File: config.mk
export PLATFORM = sky130hd
export DESIGN_NAME = nios_avm_read_timer
export DESIGN_NICKNAME = d
export VERILOG_FILES = /design/src/rtl/nios_avm_read_timer.sv
export SDC_FILE = /design/constraint.sdc
export NUM_CORES = 1
export LEC_CHECK = 0
export BUFFER_PORTS_ARGS = -buffer_cell sky130_fd_sc_hd__buf_2
export CAP_MARGIN = 20
export CORE_UTILIZATION = 35
export DETAILED_ROUTE_END_ITERATION = 8
export PLACE_DENSITY_LB_ADDON = 0.3
export REMOVE_ABC_BUFFERS = 1
export SYNTH_ARGS = -nofsm -noshare
export SYNTH_HDL_FRONTEND = slang
export SYNTH_SLANG_ARGS = --single-unit
File: constraint.sdc
create_clock -name i_clock -period 3.6 [get_ports i_clock]
set_input_delay 0.54 -clock i_clock [delete_from_list [all_inputs] [get_ports i_clock]]
set_output_delay 0.54 -clock i_clock [all_outputs]
set_load 0.005 [all_outputs]
File: src/rtl/nios_avm_read_timer.sv
// ---------------------------------------------------------------------------
// nios_avm_read_timer
// Per-read waitrequest stall counter. Counts cycles in which the current
// read is stalled and flags expiry on the stall cycle that brings the count
// to LIMIT, so the read strobe is high for exactly LIMIT stalled cycles
// before the master gives up. The counter saturates and never wraps.
//
// Ports:
//   i_clock     system clock
//   i_reset     synchronous active-high reset
//   i_clear     restart counting (new read about to begin / no read active)
//   i_enable    current read is stalled this cycle
//   o_expired   this stall cycle reaches LIMIT; abandon the read
// ---------------------------------------------------------------------------
module nios_avm_read_timer #(
  parameter int LIMIT = 256
) (
  input  logic i_clock,
  input  logic i_reset,
  input  logic i_clear,
  input  logic i_enable,
  output logic o_expired
);

  localparam int W = $clog2(LIMIT) + 1;
  localparam logic [W-1:0] LAST = W'(LIMIT - 1);
  localparam logic [W-1:0] FULL = W'(LIMIT);

  logic [W-1:0] r_count;

  always_ff @(posedge i_clock) begin
    if (i_reset || i_clear) begin
      r_count <= '0;
    end else if (i_enable && (r_count != FULL)) begin
      r_count <= r_count + 1'b1;
    end
  end

  // Fires on the stall cycle that would make the count equal LIMIT.
  assign o_expired = i_enable && (r_count >= LAST);

endmodule

; ---- Word-level counts from Yosys, hierarchy flattened
; Cells that the tools add are included.
; Widths: inputs -> output; s select.
[classes]
n_eq_ne = 1
n_addsub = 1
magnitude_cmp = 1
reduce_logical = 3
[ops]
columns = cell, count
row1 = $add 9x1->9 const B, 1
row2 = $ge 9x8->1 const B, 1
row3 = $ne 9x9->1 const B, 1
row4 = $logic_and 1x1->1, 2
row5 = $logic_or 1x1->1, 1
[word_totals]
regBits = 9
inputBits = 4
out_inout_bits = 1

; ---- Logic depth before layout (Yosys ltp)
; Gate-level depths: netlist of run 1.
[depth]
word_depth = 2
depth_mapped = 6
mapped_depth_nobuf = 6

; ---- Worst setup path after synthesis of run 1
; OpenSTA, ideal clock, no wires.
[synth_path]
kind = reg-to-output
from = reg r_count[3]
to = out o_expired
path_stages_with_launch = 7
path_buffers = 0
arrival_time_ps = 1183
slack_ps = 1877
path_cell_list = dfxtp_1 nand4_1 or2_2 nor2_1 ha_1 o21ai_0 o21ai_0
[synth_between]
elab_chain_len = 2
[synth_rtl]
columns = element, line
row1 = start: declaration, 29  ; logic [W-1:0] r_count;
row2 = start signal: assignment, 35  ; r_count <= r_count + 1'b1;
row3 = $ge 9x8->1, 40  ; assign o_expired = i_enable && (r_count >= LAST);
row4 = $logic_and 1x1->1, 40
row5 = end: declaration, 22  ; output logic o_expired
; No other way between the ends.

; ---- Worst setup path after layout of run 1
; Same ends and word-level chain as after synthesis.

==> results of run 1 <==
path summary, 6_finish.rpt:
| path | start | endpoint | cells past startpoint |
|---|---|---|---|
| worst max-delay path | r_count[3]$_SDFFE_PP0P_ | o_expired | 7 |
| worst min-delay path | r_count[6]$_SDFFE_PP0P_ | r_count[6]$_SDFFE_PP0P_ | 2 |
| worst max register to register | r_count[3]$_SDFFE_PP0P_ | r_count[8]$_SDFFE_PP0P_ | 5 |
| worst min register to register | r_count[6]$_SDFFE_PP0P_ | r_count[6]$_SDFFE_PP0P_ | 2 |
Yosys cell counts (all sizes together):
cell type,n
nor4b,2
o21ai,6
mux2i,2
nor2,4
a21oi,3
dfxtp,9
nand4,3
or3,3
xor2,2
a31oi,1
xnor2,1
nand2,8
nand3,2
a21boi,1
or2,2
and3,1
inv,4
ha,3
power by group through the flow:
stage	logic, uW	registers, uW	clock network [uW]
final	12.1	102	76.3
after CTS	12.4	102	80.6
after global placement	11.9	105	0
after detailed placement	12.3	105	0
after global routing	13.8	103	87.6
after floorplan	7.40	104	0
layout by cell type, fill, tap and decap left out, drive strengths merged:
master / Yosys / layout
ha: 3 / 3
clkbuf: 0 / 4
nand2: 8 / 8
buf: 0 / 4
nor4b: 2 / 2
or3: 3 / 3
o21ai: 6 / 6
and3: 1 / 1
a31oi: 1 / 1
or2: 2 / 2
dfxtp: 9 / 9
nand4: 3 / 3
nor2: 4 / 4
a21oi: 3 / 3
nand3: 2 / 2
a21boi: 1 / 1
xnor2: 1 / 1
mux2i: 2 / 2
xor2: 2 / 2
inv: 4 / 4
tightest hold or removal path, cell delays in order, from the launching register on:
cell and delay [ns]:
dfxtp_1 0.33, o21ai_0 0.08, a21oi_1 0.06
cells by family (layout without fill, tap and decap cells):
group           after synthesis  after routing  share of synthesized area (%)
simple gates                 25             25                          30.77
compound gates               11             11                          12.05
flops                         9              9                          36.92
buf+inv                       4             12                          3.076
fa+ha+maj                     3              3                          7.693
xor+xnor                      3              3                          5.386
mux                           2              2                          4.103
final cells by class:
| type | instances | share of cell area [%] |
|---|---|---|
| repair buffers | 4 | 3.620 |
| inverters | 4 | 2.715 |
| well taps | 15 | 3.394 |
| multi-input cells | 44 | 52.94 |
| clock buffers | 4 | 4.751 |
| flip-flops and latches | 9 | 32.58 |
per-layer routing:
metal	vias to the layer above	share of wire [%]
met2	4	45
met5	-	0
met4	0	0
met1	183	52
met3	0	2.7
li1	219	-
per-stage QoR:
| stage | area [sq um] | power (uW) | cells |
|---|---|---|---|
| 4_1_cts | 553.0 | 195.3 | 80 |
| 5_1_grt | 553.0 | 203.8 | 80 |
| 2_1_floorplan | 488.0 | 111.7 | 57 |
| 6_report | 553.0 | 190.7 | 80 |
| 3_3_place_gp | 526.8 | 116.5 | 76 |
| 3_5_place_dp | 526.8 | 117.0 | 76 |
==> flow_summary.toml, run 1 <==
[status]
status = "completed"

[synthesis]
synth.cell_area_sq_um = 488.0
synth_warnings = 0
syn-mean-instance-area_sq_um = 8.561
yosys.cell_types.count = 20
netlist_instances = 57
yosysTopAreaCellShare_pct = 36.92
seq_area_frac_synth_pct = 36.92
synthTopCellsByArea = "dfxtp_1 (37%), ha_1 (7.7%), o21ai_0 (6.2%)"
synth_top_cell_by_area = "dfxtp_1"
ys_ff_latch = 9

[layout]
drive_gt1_share_pct = 16.92
num_antenna_cells = 0
reg.largest.list = "r_count x9"
fillers = 146
multi_input_area_sq_um = 292.8
final_util_pct = 42.50
largest_reg_flops = 9
nNetsFinal = 73
seq_area_sq_um = 180.2
area_growth_syn_to_layout_pct = 13.33
regMostFlops = "r_count"

[timing]
min_period_over_period_pct = 62.17
fin_crit_ns = 2.238
timing.fmax_mhz = 446.8
slew_viol_final = 0
rsz0062_at_grt = "false"
fin_hold_ws_ns = 0.5164
hold_viol_final = 0
slew_headroom_pct = 76.27
tns_ns = 0
worst_slew_pin_slew_ns = 0.3546
skew_ns = 0.0007427
setup_viol = 0
fin_ws_ns = 1.362

[critical_path]
cp_slowest_stage_delay_ns = 0.45
cp.required_ns = 3.06
end_kind = "primary output"
r2r_slack_ns = 2.17
crit_family = "simple AND/OR/NAND/NOR gates"
worstPathMaxFanout = 6
cpMaxStageDelayCell = "dfxtp_1"
critPathMostFrequentCell = "o21ai_0"
cp_cell_sequence = "nand4_1, or2_2, nor2_1, ha_1, o21ai_0, o21ai_0, buf_2"
critPathLaunchType = "register"
critPathKind = "reg2out"
worst-path-buf-inv = 1
critPathArrivalTime_ns = 1.70

[cts]
cts_setup_buffers = 0
htree_levels = 1
clock-sinks = 9
numCtsBuffers = 3
clockRootBuffer = "clkbuf_4"
insertion_delay_ns = 0.25
clock_path_buffers = 2
cts_resized = 0
cts_tree = "yes"
cts_hold_buf = 0
clk_transition_reported_paths_ns = 0.06

[drt]
drtPass1Iterations = 3
routedWlPerCell_um = 11.10
drtIter0Drc = 13
viasPerCell = 5.075
antenna_left = 0
drc = 0
vias = 406
routed_wl_um = 888

[global_routing]
gr-usage-met2_pct = 22.50
globalRouteMet1Util_pct = 20.68
grt.busiest_layer = "met2"
overflow = 0
grt_pass1_wl_um = 1600
groute.usage.overall_pct = 15.70
grt_use_met3_pct = 6.818
antenna_found_initial = 0
grt_pass1_vias = 369
grt_max_degree = 9

[floorplanning]
rows = 13
io_pins = 5
dieArea_sq_um = 1548
chipHeight_um = 39.34
core-area_sq_um = 1301
die_x_um = 39.34
initial_core_util_pct = 37.50

[power_and_ir_drop]
p_per_area_nw_per_um2 = 344.9
power.static_leakage_uw = 0.0002044
switching_power_uw = 42.05
power_frac_clock_pct = 40.0
sw_frac_of_total_pct = 22.05
peakVddDrop_v = 0.0001366
p_comb_share_pct = 6.3
internal_power_uw = 148.7
pwr-share-seq_pct = 53.7

[placed_design]
place_ws_ns = 1.640
gp_congestion = 0.7163
port_buffers = 4
dp_hpwl_um = 705

[flow_run]
maxCapViolations = 0

[worst_hold_path]
hp-class = "reg2reg"
Note: power is estimated with default switching activity, not from simulation.
==> run 2, diff against run 1 <==
- ABC_AREA: unset -> 1
- clock period: 3.6 -> 2.15 ns (I/O delays scaled with it)
==> run 2 against run 1 <==
  * Clock power increased by 69%
  * Via count is 26% higher
  * Global-route usage is 0.40 points lower
  * Sequential cell count unchanged
  * Sequential power is 69% higher
  * Die area increased by 14%
  * Hold slack lost 0.12 ns
  * Register-to-register slack worse by 1.5 ns
  * Cell area is 11% higher
  * Critical path type unchanged
  * Critical endpoint unchanged
  * Highest routed layer is now met4
==> flow_summary.toml, run 2 <==
[status]
status = "completed"

[synthesis]
synth_ff_type = "dfxtp_1"
seq_area_frac_synth_pct = 32.14
synth_warnings = 0
netlist_instances = 81
ys_ff_latch = 9
synth.cell_area_sq_um = 560.5
synth_edf_count = 0
yosysTopAreaCellShare_pct = 32.14
synthArstFlopShare_pct = 0
yosysMostFrequentCell = "nand2_1"
synth_top_cell_by_area = "dfxtp_1"
synthTopCellsByArea = "dfxtp_1 (32%), nand2_1 (10%), nor2_1 (7.4%)"
synthTopCellsByCount = "nand2_1 (15), nor2_1 (11), inv_1 (10)"
yosys.cell_types.count = 20
syn-mean-instance-area_sq_um = 6.920

[drt]
antenna_left = 0
drc = 0
drtPass1Iterations = 4
drtIter0Drc = 5
routedWlPerCell_um = 10.75
vias = 510
viasPerCell = 4.951
routed_wl_um = 1107

[floorplanning]
chipHeight_um = 42.02
die_x_um = 42.02
io_pins = 5
core-area_sq_um = 1506
initial_core_util_pct = 37.21
rows = 14
dieArea_sq_um = 1766

[critical_path]
crit_family = "simple AND/OR/NAND/NOR gates"
critPathLaunchType = "register"
cp_cell_sequence = "ha_2, nand2_1, nor4_2, ha_1, o21ai_0, nand2_1, buf_2"
cp.required_ns = 1.83
cpMaxStageDelayCell = "dfxtp_1"
critPathArrivalTime_ns = 1.67
r2r_slack_ns = 0.66
end_kind = "primary output"
worst-path-buf-inv = 1
critPathKind = "reg2out"
worstPathMaxFanout = 4
critPathMostFrequentCell = "nand2_1"
cp_slowest_stage_delay_ns = 0.37

[cts]
insertion_delay_ns = 0.26
cts_resized = 0
clk_transition_reported_paths_ns = 0.06
htree_levels = 1
clockRootBuffer = "clkbuf_4"
cts_setup_buffers = 0
clock-sinks = 9
numCtsBuffers = 3
cts_hold_buf = 0
clock_path_buffers = 2
cts_tree = "yes"

[placed_design]
gp_congestion = 0.8214
dp_hpwl_um = 817.1
port_buffers = 4
placed_area_sq_um = 578.1
place_ws_ns = 0.4217

[layout]
num_antenna_cells = 0
final_util_pct = 40.70
multi_input_area_sq_um = 317.8
seq_area_sq_um = 180.2
regMostFlops = "r_count"
reg.largest.list = "r_count x9"
largest_reg_flops = 9
final_cell_mix = "nand2_1 (15), nor2_1 (11), inv_1 (10), dfxtp_1 (9), nand3_1 (7)"
nNetsFinal = 95
area_growth_syn_to_layout_pct = 9.375
drive_gt1_share_pct = 20.69
final_common_cell = "nand2_1"
final_area_sq_um = 613.1
fillers = 157

[global_routing]
grt_pass1_vias = 485
grt_pass1_wl_um = 1945
antenna_found_initial = 0
groute.usage.overall_pct = 15.30
grt_max_degree = 9
overflow = 0

[timing]
min_period_over_period_pct = 92.73
fin_ws_ns = 0.1562
hold_viol_final = 0
tns_ns = 0
timing.fmax_mhz = 501.6
fin_crit_ns = 1.994
worst_slew_pin_slew_ns = 0.4541
skew_ns = 0.009359
slew_headroom_pct = 69.62
rsz0062_at_grt = "false"
slew_viol_final = 0
setup_viol = 0

[worst_hold_path]
hp-class = "in2reg"

[power_and_ir_drop]
p_per_area_nw_per_um2 = 542.7
power.static_leakage_uw = 0.0002563
peakVddDrop_v = 0.0003396

[flow_run]
maxCapViolations = 0
==> run 2: cell types whose count changed in the layout (fill, tap and decap cells not counted), moves of 5 or more <==
cell / previous run / this run
inv_1: 4 / 10
nand2_1: 8 / 15
nand3_1: 2 / 7
nor2_1: 4 / 11
o21ai_0: 6 / 1
==> run 2: area by class of cell <==
type                    count  share of cell area, %
inverters                  13                  7.959
multi-input cells          57                  51.84
clock buffers               4                  4.286
well taps                  16                  3.265
flip-flops and latches      9                  29.39
repair buffers              4                  3.265
==> run 2: layer usage <==
layer  vias to the layer above  wire [um]  global-route usage (%)
met2                        14        509                   22.81
met4                         0         47                   9.375
met1                       221        487                   17.34
met5                         -          0                       0
li1                        269          -                       -
met3                         6         62                   7.759
==> run 2: path summary, 6_finish.rpt <==
check,startpoint,cells past startpoint,endpoint
setup reg to reg,r_count[0]$_SDFFE_PP0P_,7,r_count[8]$_SDFFE_PP0P_
hold reg to reg,r_count[5]$_SDFFE_PP0P_,2,r_count[5]$_SDFFE_PP0P_
setup / recovery,r_count[0]$_SDFFE_PP0P_,7,o_expired
hold / removal,i_reset,4,r_count[6]$_SDFFE_PP0P_
==> run 2: logic make-up after synthesis <==
kind of cell	count (synthesis)	synth area share [%]
adders and majority gates	3	6.697
and+or+nand+nor	43	37.50
DFF	9	32.14
buffers and inverters	15	12.72
AOI/OAI and AO/OA	10	9.373
xor gates and xnor gates	1	1.563
==> run 2: per-stage QoR <==
step	cells	total power (uW)	hold WS (ns)
3_3_place_gp	99	206.0	0.4779
4_1_cts	103	339.7	0.3938
2_1_floorplan	79	196.5	0.4639
6_report	103	332.7	0.4011
5_1_grt	103	355.7	0.4197
3_5_place_dp	99	206.8	0.4895
==> run 2: tightest hold or removal path, cell delays in order <==
cell	delay, ns
buf_2	0.07
nor2_1	0.10
nand2_1	0.10
nor2_1	0.03
==> run 2: where the power goes <==
part | switching [uW] | total [uW] | leakage (uW) | internal [uW]
sequential | 2.53 | 172 | 0.0000728 | 169
clock | 57.8 | 129 | 0.0000150 | 71.4
combinational | 19.9 | 31.6 | 0.000168 | 11.7
total | 80.3 | 333 | 0.000256 | 252
